==> config.mk <==
export PLATFORM = sky130hd
export DESIGN_NAME = led_pattern_ctrl_flat
export DESIGN_NICKNAME = d
export VERILOG_FILES = /design/src/rtl/led_pattern_ctrl_if.sv /design/src/rtl/led_pattern_ctrl.sv /design/src/flat_wrapper.sv
export SDC_FILE = /design/constraint.sdc
export NUM_CORES = 1
export LEC_CHECK = 0
export CELL_PAD_IN_SITES_DETAIL_PLACEMENT = 0
export CELL_PAD_IN_SITES_GLOBAL_PLACEMENT = 2
export CORE_MARGIN = 2
export CORE_UTILIZATION = 38
export DETAILED_ROUTE_END_ITERATION = 12
export PLACE_DENSITY = 0.8
export SETUP_SLACK_MARGIN = 0.02
export SYNTH_ARGS = -nofsm -noshare
export SYNTH_HDL_FRONTEND = slang
export SYNTH_SLANG_ARGS = --single-unit
==> constraint.sdc <==
create_clock -name clk -period 4.23 [get_ports clk]
set_clock_uncertainty 0.2 [all_clocks]
set_input_delay 0.6345 -clock clk [delete_from_list [all_inputs] [get_ports clk]]
set_output_delay 0.6345 -clock clk [all_outputs]
set_load 0.1 [all_outputs]
==> src/rtl/led_pattern_ctrl_if.sv <==
// Configuration handshake between the pin-level config source and the LED pattern engine.
interface led_pattern_ctrl_if #(
  parameter int N_LEDS = 8
);
  logic              cfg_valid;
  logic              cfg_ready;
  logic [1:0]        cfg_mode;
  logic [N_LEDS-1:0] cfg_pattern;
  logic [2:0]        cfg_bright;

  modport master (
    output cfg_valid, cfg_mode, cfg_pattern, cfg_bright,
    input  cfg_ready
  );

  modport slave (
    input  cfg_valid, cfg_mode, cfg_pattern, cfg_bright,
    output cfg_ready
  );
endinterface

==> src/rtl/led_pattern_ctrl.sv <==
// Programmable LED pattern engine: off/static/blink/chase with a tick prescaler and 3-bit PWM dimming.
module led_pattern_ctrl #(
  parameter int N_LEDS  = 8,
  parameter int DIV     = 4096,
  parameter int PRESC_W = 16
) (
  input  logic                clk,
  input  logic                rst,
  led_pattern_ctrl_if.slave   cfg,
  output logic [N_LEDS-1:0]   led_out,
  output logic                tick,
  output logic                busy
);

  localparam logic [1:0] MODE_OFF    = 2'd0;
  localparam logic [1:0] MODE_STATIC = 2'd1;
  localparam logic [1:0] MODE_BLINK  = 2'd2;
  localparam logic [1:0] MODE_CHASE  = 2'd3;

  localparam logic [PRESC_W-1:0] PRESC_LAST = PRESC_W'(DIV - 1);
  localparam logic [PRESC_W-1:0] PRESC_PRE  = PRESC_W'(DIV - 2);

  typedef enum logic [1:0] {
    ST_IDLE,
    ST_APPLY,
    ST_RUN
  } state_t;

  state_t              state;
  logic [PRESC_W-1:0]  presc;
  logic [2:0]          pwm_cnt;
  logic                phase;
  logic [1:0]          mode_reg;
  logic [N_LEDS-1:0]   pattern_reg;
  logic [2:0]          bright_reg;
  logic [1:0]          cap_mode;
  logic [N_LEDS-1:0]   cap_pattern;
  logic [2:0]          cap_bright;
  logic                cfg_ready_r;
  logic                xfer;

  assign cfg.cfg_ready = cfg_ready_r;
  assign xfer          = cfg.cfg_valid & cfg_ready_r;

  function automatic logic [N_LEDS-1:0] rotl1(input logic [N_LEDS-1:0] pat);
    return {pat[N_LEDS-2:0], pat[N_LEDS-1]};
  endfunction

  // PWM gate first, then the blink dark phase; RUN never holds MODE_OFF.
  function automatic logic [N_LEDS-1:0] led_value(
    input logic [1:0]        mode,
    input logic [N_LEDS-1:0] pat,
    input logic              ph,
    input logic [2:0]        cnt,
    input logic [2:0]        bright
  );
    if (cnt > bright) return '0;
    if (mode == MODE_BLINK && ph) return '0;
    return pat;
  endfunction

  always_ff @(posedge clk) begin
    if (rst) begin
      state       <= ST_IDLE;
      led_out     <= '0;
      cfg_ready_r <= 1'b1;
      tick        <= 1'b0;
      busy        <= 1'b0;
      presc       <= '0;
      pwm_cnt     <= '0;
      phase       <= 1'b0;
      pattern_reg <= '0;
      mode_reg    <= MODE_OFF;
      bright_reg  <= '0;
    end else begin
      tick <= 1'b0;
      case (state)
        ST_IDLE: begin
          led_out <= '0;
          if (xfer) begin
            cap_mode    <= cfg.cfg_mode;
            cap_pattern <= cfg.cfg_pattern;
            cap_bright  <= cfg.cfg_bright;
            cfg_ready_r <= 1'b0;
            state       <= ST_APPLY;
          end
        end

        ST_APPLY: begin
          mode_reg    <= cap_mode;
          pattern_reg <= cap_pattern;
          bright_reg  <= cap_bright;
          presc       <= '0;
          pwm_cnt     <= '0;
          phase       <= 1'b0;
          led_out     <= '0;
          cfg_ready_r <= 1'b1;
          if (cap_mode == MODE_OFF) begin
            state <= ST_IDLE;
            busy  <= 1'b0;
          end else begin
            state <= ST_RUN;
            busy  <= 1'b1;
          end
        end

        ST_RUN: begin
          // A new word wins over any tick action pending on this edge.
          if (xfer) begin
            cap_mode    <= cfg.cfg_mode;
            cap_pattern <= cfg.cfg_pattern;
            cap_bright  <= cfg.cfg_bright;
            cfg_ready_r <= 1'b0;
            busy        <= 1'b0;
            led_out     <= '0;
            state       <= ST_APPLY;
          end else begin
            presc   <= (presc == PRESC_LAST) ? '0 : presc + PRESC_W'(1);
            tick    <= (presc == PRESC_PRE);
            pwm_cnt <= pwm_cnt + 3'd1;
            if (presc == PRESC_LAST) begin
              if (mode_reg == MODE_BLINK) phase <= ~phase;
              if (mode_reg == MODE_CHASE) pattern_reg <= rotl1(pattern_reg);
            end
            led_out <= led_value(mode_reg, pattern_reg, phase, pwm_cnt, bright_reg);
          end
        end

        default: begin
          state       <= ST_IDLE;
          led_out     <= '0;
          cfg_ready_r <= 1'b1;
          busy        <= 1'b0;
        end
      endcase
    end
  end

  logic unused_static;
  assign unused_static = (MODE_STATIC == 2'd1);

endmodule

==> src/flat_wrapper.sv <==
// flat-port wrapper written by rule: the top's interface ports become plain ports
module led_pattern_ctrl_flat 
#(
  parameter int N_LEDS  = 8,
  parameter int DIV     = 4096,
  parameter int PRESC_W = 16
)
  (clk, rst, led_out, tick, busy, cfg_cfg_valid, cfg_cfg_mode, cfg_cfg_pattern, cfg_cfg_bright, cfg_cfg_ready);
  led_pattern_ctrl_if #(.N_LEDS(N_LEDS)) cfg_i ();
  input  logic clk;
  input  logic rst;
  output logic [N_LEDS-1:0] led_out;
  output logic tick;
  output logic busy;
  input wire logic [$bits(cfg_i.cfg_valid)-1:0] cfg_cfg_valid;
  input wire logic [$bits(cfg_i.cfg_mode)-1:0] cfg_cfg_mode;
  input wire logic [$bits(cfg_i.cfg_pattern)-1:0] cfg_cfg_pattern;
  input wire logic [$bits(cfg_i.cfg_bright)-1:0] cfg_cfg_bright;
  output wire logic [$bits(cfg_i.cfg_ready)-1:0] cfg_cfg_ready;
  assign cfg_i.cfg_valid = cfg_cfg_valid;
  assign cfg_i.cfg_mode = cfg_cfg_mode;
  assign cfg_i.cfg_pattern = cfg_cfg_pattern;
  assign cfg_i.cfg_bright = cfg_cfg_bright;
  assign cfg_cfg_ready = cfg_i.cfg_ready;
  led_pattern_ctrl #(.N_LEDS(N_LEDS), .DIV(DIV), .PRESC_W(PRESC_W)) u_core (.clk(clk), .rst(rst), .cfg(cfg_i), .led_out(led_out), .tick(tick), .busy(busy));
endmodule
==> run summary <==
status: finished, final reports clean
first-iteration detailed-routing DRC count: 121
vias in the first global route: 1937
Tmin final: 2.72 ns
EDFF count, synth: 13
hold_sp: u_core.bright_reg[2]
Peak Freq: 0.367 GHz
Finish-stage setup viols: 0
CP Max Fanout: 6
CP bufs+invs: 1
number of synthesized register bits: 59
mean post-synth cell area: 9.86 um2
PostCTS Resize Cnt: 0
RR Startpoint: u_core.presc[4]
endpoint class of the critical path: primary output
Final Cycle Share: 64.4%
Max Cap Violations: 0
ys async rst share: 0%
setup TNS: 0 ns
Setup Fix Bufs, Post-CTS: 0
die area: 7420 um2
Syn Inst Count: 260
Placed Instance Area: 2900 um2
Core Rows: 29
CORE AREA: 6420 um2
Top delay family on crit path: buffers and inverters
die height: 86.1 um
Critical Path AT: 1.89 ns
Slew headroom: 19.5%
WL/cell: 15.2 um
crit path from: u_core.cfg.cfg_ready
Leakage Power: 1.02 nW
H-Tree Depth: 3
Final Hold Fails: 0
# port buffers: 26
Area contributors post-synth: dfxtp_1 36%, edfxtp_1 15%, nand2_1 3.7%, a21oi_1 3.5%, o221a_1 3.5%
Synth top area share: 35.9%
Post-DRT Antenna Nets: 0
total wire length: 5710 um
Total GRT Usage: 17.3%
CP required: 3.40 ns
min-delay worst type: flop to flop
worst skew pair latency: 0.34 ns
worst vdd ir: 0.186 mV
FILL cells: 639
register area share after synthesis: 51.2%
max reg flops: 16
area delta synth->final: 20.8%
pwr dens: 388 nW/um2
routed via count: 2051
layout cell share with drive strength beyond 1: 9.73%
number of CTS-inserted buffers: 9
wire length of the first global-routing pass: 9870 um
main flop type after synthesis: dfxtp_1
Placer Congestion: 0.736
die width: 86.1 um
IO Pins: 27
gr ovfl total: 0
Worst setup SP type: flop
Sink Count: 59
largest reg by FF count: u_core.presc
Final nets: 315
mapped cell area: 2560 um2
RSZ-0062 raised after global routing: no
CP max stage cell: clkdlybuf4s50_1
Max Slew Vio Count: 0
largest net degree at the start of global routing: 25
Hold Buf Count CTS: 0
detail-routed via count per cell: 5.47
n_diodes: 0
Synth Warn #: 0
first drt pass iteration count: 4
dpl hpwl: 3970 um
post-synth net total: 282
Unique masters post-synth: 48
initial antenna violation count: 0
clk buf depth: 2
worst-path cell chain: clkdlybuf4s50_1
post-layout instance area: 3090 um2
CP Class: flop to primary output
cell taking the most area after synthesis: dfxtp_1
DRC Markers: 0
Clock Pin Slew Worst Setup and Hold Paths: 0.07 ns
Clock Root Buffer: clkbuf_8
worst slew pin tran: 1.20 ns
starting density of the core: 39.9%
Worst path max stage delay: 1.16 ns
CTS tree: built
metal layers:
metal	part of all wire [%]	GRT usage (%)	vias up
met5	0	0	-
met4	1.8	5.48	0
met3	3.6	6.35	9
met2	44	25.6	42
met1	51	23.4	949
li1	-	-	1051
power breakdown:
group          total [W]  switching (W)  internal, W
Sequential      0.000607      0.0000134     0.000593
Combinational  0.0000916      0.0000549    0.0000367
Clock           0.000503       0.000239     0.000264
Total            0.00120       0.000307     0.000894
cells in the mapped netlist, types with 2 or more instances:
library cell,count
nand2_1,25
and2_1,5
nor3_1,3
o221a_1,8
a31oi_1,6
a22o_1,2
o31ai_1,4
o21ai_0,10
nand3_1,13
nor2b_1,3
o211ai_1,2
nor2_1,21
edfxtp_1,13
a21oi_1,18
or3_1,9
nor3b_1,9
or4_4,2
nor4_1,5
ha_1,6
clkbuf_1,4
inv_1,11
nand4_1,5
dfxtp_1,46
a211o_1,2
or4_1,5
cells in the final DEF (no fill, tap or decap), drive strengths merged, types with 3 or more instances in the layout:
cell type      instances
nor3                   3
nand3                 13
buf                    3
nor2                  21
nor3b                  9
nand2                 25
or4                    8
a21oi                 18
clkbuf                11
and2                   5
or3                    9
inv                   11
nor2b                  3
edfxtp                13
clkinv                 4
o221a                  8
clkdlybuf4s50         26
a31oi                  6
nand4                  5
ha                     6
o21ai                 11
o31ai                  4
nor4                   5
dfxtp                 46
final timing paths:
| check | slack, ns | to | cells after the start |
|---|---|---|---|
| worst max-delay path | 1.51 | cfg_cfg_ready | 1 |
| worst min-delay path | 0.27 | u_core.bright_reg[2] | 2 |
| worst max register to register | 1.52 | u_core.pattern_reg[7] | 4 |
| worst min register to register | 0.27 | u_core.bright_reg[2] | 2 |
layout make-up:
| type | count | area, um2 | share of cell area (%) |
|---|---|---|---|
| sequential | 59 | 1310 | 42.4 |
| multi-input combinational | 183 | 1160 | 37.6 |
| timing repair buffer | 29 | 283 | 9.14 |
| clock buffer | 11 | 163 | 5.26 |
| tap | 77 | 96.3 | 3.11 |
| inverter | 11 | 41.3 | 1.33 |
| clock inverter | 5 | 35.0 | 1.13 |
kinds of logic after synthesis:
kind of cell	Yosys count	share of synthesized area [%]
compound gates	64	18.4
fa+ha+maj	6	2.93
buf+inv	18	3.37
flops	59	51.2
mux	1	0.391
simple gates	112	23.7
metrics by stage:
step           instances  total power, W  util, %  hold slack (ns)  setup slack (ns)
2_1_floorplan        260        0.000677        -            0.234              1.63
3_3_place_gp         359        0.000711     45.1            0.248              1.29
3_5_place_dp         359        0.000712     45.1            0.261              1.23
4_1_cts              375         0.00121     48.2            0.272              1.49
5_1_grt              375         0.00125     48.2            0.292              1.27
6_report             375         0.00120     48.2            0.268              1.51
No activity file was read; power rests on OpenSTA's default activity.
